--- config.mk ---
export PLATFORM = sky130hd
export DESIGN_NAME = if_fetch_axi
export DESIGN_NICKNAME = d
export VERILOG_FILES = /design/src/rtl/if_fetch_axi.sv
export SDC_FILE = /design/constraint.sdc
export NUM_CORES = 1
export LEC_CHECK = 0
export BUFFER_PORTS_ARGS = -buffer_cell sky130_fd_sc_hd__buf_2
export CORE_MARGIN = 2
export CORE_UTILIZATION = 44
export DETAILED_ROUTE_END_ITERATION = 6
export HOLD_SLACK_MARGIN = 0.05
export PLACE_DENSITY = 0.76
export SLEW_MARGIN = 20
export SYNTH_ARGS = -nofsm -noshare
export SYNTH_HDL_FRONTEND = slang
export SYNTH_SLANG_ARGS = --single-unit
--- constraint.sdc ---
create_clock -name clk -period 1.95 [get_ports clk]
set_input_delay 0.2925 -clock clk [delete_from_list [all_inputs] [get_ports clk]]
set_output_delay 0.2925 -clock clk [all_outputs]
set_load 0.1 [all_outputs]
--- src/rtl/if_fetch_axi.sv ---
// Instruction fetch unit: owns the PC, issues one single-beat AXI4 read per
// instruction and presents the selected 32-bit word to the decoder.
module if_fetch_axi #(
  parameter logic [63:0]     RESET_PC = 64'h8000_0000,
  parameter int unsigned     ID_W     = 4,
  parameter logic [ID_W-1:0] AXI_ID   = '0
) (
  input  logic            clk,
  input  logic            rst,
  input  logic            stall_i,
  input  logic [63:0]     pc_next_i,
  output logic [31:0]     inst_o,
  output logic [63:0]     pc_o,
  output logic            inst_valid,
  output logic            fetch_err,
  output logic            fetch_misalign,
  output logic            arvalid,
  input  logic            arready,
  output logic [31:0]     araddr,
  output logic [ID_W-1:0] arid,
  output logic [7:0]      arlen,
  output logic [2:0]      arsize,
  output logic [1:0]      arburst,
  input  logic            rvalid,
  output logic            rready,
  input  logic [63:0]     rdata,
  input  logic [1:0]      rresp,
  input  logic            rlast,
  input  logic [ID_W-1:0] rid
);

  localparam logic [31:0] NOP = 32'h0000_0013;

  typedef enum logic [1:0] {IDLE, ADDR, DATA, OUT} state_t;

  state_t      state, state_d;
  logic [63:0] pc, pc_d, pc_o_d;
  logic [31:0] araddr_d, inst_d;
  logic        arvalid_d, rready_d, iv_d, err_d, mis_d;

  // Single outstanding beat, so rlast and rid carry no information.
  logic unused_axi;
  assign unused_axi = ^{rlast, rid};

  assign arid    = AXI_ID;
  assign arlen   = 8'd0;
  assign arsize  = 3'b011;
  assign arburst = 2'b01;

  always_comb begin
    state_d   = state;
    pc_d      = pc;
    pc_o_d    = pc_o;
    araddr_d  = araddr;
    inst_d    = inst_o;
    arvalid_d = arvalid;
    rready_d  = rready;
    iv_d      = 1'b0;
    err_d     = 1'b0;
    mis_d     = 1'b0;
    case (state)
      IDLE: begin
        if (!stall_i) begin
          if (pc[1:0] != 2'b00) begin
            state_d = OUT;
            inst_d  = NOP;
            mis_d   = 1'b1;
            iv_d    = 1'b1;
            pc_o_d  = pc;
          end else begin
            state_d   = ADDR;
            arvalid_d = 1'b1;
            araddr_d  = {pc[31:3], 3'b000};
          end
        end
      end
      ADDR: begin
        if (arready) begin
          arvalid_d = 1'b0;
          rready_d  = 1'b1;
          state_d   = DATA;
        end
      end
      DATA: begin
        if (rvalid) begin
          rready_d = 1'b0;
          state_d  = OUT;
          iv_d     = 1'b1;
          pc_o_d   = pc;
          if (rresp != 2'b00) begin
            inst_d = NOP;
            err_d  = 1'b1;
          end else begin
            inst_d = pc[2] ? rdata[63:32] : rdata[31:0];
          end
        end
      end
      OUT: begin
        pc_d    = pc_next_i;
        state_d = IDLE;
      end
      default: state_d = IDLE;
    endcase
  end

  always_ff @(posedge clk) begin
    if (rst) begin
      state          <= IDLE;
      pc             <= RESET_PC;
      pc_o           <= RESET_PC;
      araddr         <= '0;
      inst_o         <= NOP;
      arvalid        <= 1'b0;
      rready         <= 1'b0;
      inst_valid     <= 1'b0;
      fetch_err      <= 1'b0;
      fetch_misalign <= 1'b0;
    end else begin
      state          <= state_d;
      pc             <= pc_d;
      pc_o           <= pc_o_d;
      araddr         <= araddr_d;
      inst_o         <= inst_d;
      arvalid        <= arvalid_d;
      rready         <= rready_d;
      inst_valid     <= iv_d;
      fetch_err      <= err_d;
      fetch_misalign <= mis_d;
    end
  end

endmodule

==> out/metrics.yaml <==
clock_tree:
  cts_buffers: 17
  ctsRootBufferMaster: "clkbuf_16"
  cts_tree: "done"
  clk_latency_ns: 0.43
  cts_max_path_buffers: 2
  clk_pin_slew_ns: 0.07
  post_cts_buffers: 0
  cts_sinks: 196
  cts_max_level: 4
floorplanning:
  core_area_um2: 17120
  design.die.area_um2: 18390
  die_y_um: 135.6
  start_util_pct: 44.52
  io-pin-count: 290
  dieWidth_um: 135.6
  rows: 48
drt:
  via_count: 6367
  drt-vias-per-instance: 4.901
  routed_wl_um: 18930
  dr.pass1.iters: 7
  post_drt_wl_per_cell_um: 14.57
  drt-initial-drc-count: 312
  drc_errors: 0
  ant_nets: 0
logic_synthesis:
  synth-edff-count: 0
  synth_top_area_cell: "dfxtp_1"
  syn-cell-area_um2: 7621
  ys_top_cells_by_count: "dfxtp_1, nand2_1, mux2i_1"
  synth_most_common_cell: "dfxtp_1"
  async_flop_share_pct: 0
  dominantRegCellSynth: "dfxtp_1"
  synth_top_area_share_pct: 51.49
  avgSynthCellArea_um2: 9.238
  yosys_warnings: 0
  yosys-top-cells-area: "dfxtp_1, mux2i_1, nand2_1"
  yosysUniqueCellTypes: 31
  yosysSeqAreaShare_pct: 51.49
  postSynthCellCount: 825
  ys_ff_latch: 196
run:
  maxCapViolCount: 0
place:
  portBuffers: 264
  gp_congestion: 0.7844
  dp_hpwl_um: 12370
  place_ws_ns: 0.02723
  dp_cells: 1267
  dpl_cell_area_um2: 9039
global_route:
  antenna_found_initial: 1
  grt_util_met3_pct: 5.799
  use_met1_pct: 25.62
  gr-usage-all-layers_pct: 20.01
  grt_max_degree: 78
  grt_pass1_wl_um: 29390
  grt_remaining_overflow: 0
  use_met2_pct: 31.59
  busiest_layer: "met2"
  grt_pass1_vias: 5870
sta:
  setup_viol_count_final: 0
  tns_ns: 0
  clock_skew_ns: 0.009856
  period_minus_slack_ns: 1.878
  whs_ns: 0.08007
  rsz0062_at_grt: "no"
  hold_viol: 0
  drv_slew: 0
  slew_headroom_pct: 65.07
  worst_slack_ns: 0.07176
  tightestPinTransition_ns: 0.5275
  min_period_over_period_pct: 96.32
  max_freq_mhz: 532.4
power:
  switching_share_pct: 39.01
  power_mw: 12.34
  intPower_mw: 7.523
  clockPowerShare_pct: 30.1
  p_leak_nw: 3.986
  p_comb_share_pct: 34.3
  power_frac_seq_pct: 35.6
  ir_drop_v: 0.0008486
  power_density_nw_per_um2: 1269
  switchingPower_mw: 4.813
final_layout:
  register_area_um2: 3925
  num-fill-cells: 1566
  multi_input_area_um2: 3253
  fin_util_pct: 56.78
  design_area_um2: 9719
  nets: 1208
  antenna_cells: 0
  area_delta_synth_final_pct: 27.53
  finalNonFillerCells: 1299
  drive_gt1_share_pct: 30.45
critical_path:
  startpoint_type: "flop"
  worstPathMaxFanout: 38
  critical_path_class: "flop to flop"
  crit_path_end_kind: "flop"
  worstPathArrival_ns: 2.20
  r2r_slack_ns: 0.07
  critPathRequiredTime_ns: 2.28
worst_hold_path:
  hold_class: "input pin to flop"
outcome:
  status: "finished clean"
power groups by stage:
stage               combinational, mW  clock [mW]  sequential [mW]
CTS                              4.06        3.81             4.39
finish                           4.23        3.72             4.39
floorplan                        2.74           0             5.14
global route                     4.53        3.97             4.42
global placement                 4.01           0             4.47
detailed placement               4.05           0             4.48
per-layer routing:
metal	wire (µm)	share of wire [%]
met5	13	0.069
met2	8833	47
met1	8216	43
met4	519	2.7
met3	1347	7.1
path summary, 6_finish.rpt:
path,from,endpoint,cells after the start
hold / removal,pc_next_i[31],pc[31],2
hold reg to reg,pc[33],pc_o[33],2
setup / recovery,state[1],inst_o[5],6
setup reg to reg,state[1],inst_o[5],6
worst max-delay path, cell delays in order (launching register included):
cell and delay (ns):
dfxtp_1 0.37, inv_1 0.13, ha_2 0.29, nor2_2 0.09, a211o_4 0.37, clkbuf_16 0.23
o31ai_1 0.29
area by class of cell:
cell class / count / share of cell area, %
Sequential cell: 196 / 40.38
Clock buffer: 18 / 4.519
Timing Repair Buffer: 283 / 16.67
Multi-Input combinational cell: 561 / 33.47
Tap cell: 225 / 2.896
Clock inverter: 13 / 1.944
Inverter: 3 / 0.1159
cells by family (layout without fill, tap and decap cells):
kind of cell,Yosys count,count (layout),synth area share [%]
simple gates,303,303,16.96
flops,196,196,51.49
compound gates,137,137,10.67
mux,95,95,12.48
buf+inv,86,317,7.322
fa+ha+maj,6,6,0.9850
other cells,2,20,0.09854
cell usage in the layout, fill, tap and decap left out, types with 2 or more instances in the layout:
cell / instances
a211o_1: 3
buf_4: 8
nor2_1: 71
mux2i_1: 95
a21oi_1: 94
ha_2: 2
conb_1: 20
o31ai_2: 3
clkbuf_16: 18
o31ai_1: 27
or3_1: 2
buf_2: 263
inv_1: 3
ha_1: 3
inv_6: 3
bufinv_16: 3
a211oi_1: 2
nand2_1: 185
nor3_1: 5
buf_12: 9
a31oi_1: 3
inv_8: 3
dfxtp_1: 195
nand3b_1: 31
nor3_2: 2
clkinvlp_4: 3
nor2b_1: 2
registers in the layout, indices dropped and copies added, names as in the netlist:
name / flops
pc: 64
pc_o: 64
inst_o: 32
araddr: 29
state: 2
arvalid: 1
fetch_err: 1
fetch_misalign: 1
inst_valid: 1
rready: 1
timing repair:
action | 4_1_cts | 5_1_grt
hold buffers | 0 | 0
endpoints found under the hold margin | 0 | 0
endpoints found under the setup margin | 0 | 105
gates resized for setup | 0 | 6
Power figures use the tool's default switching activity.
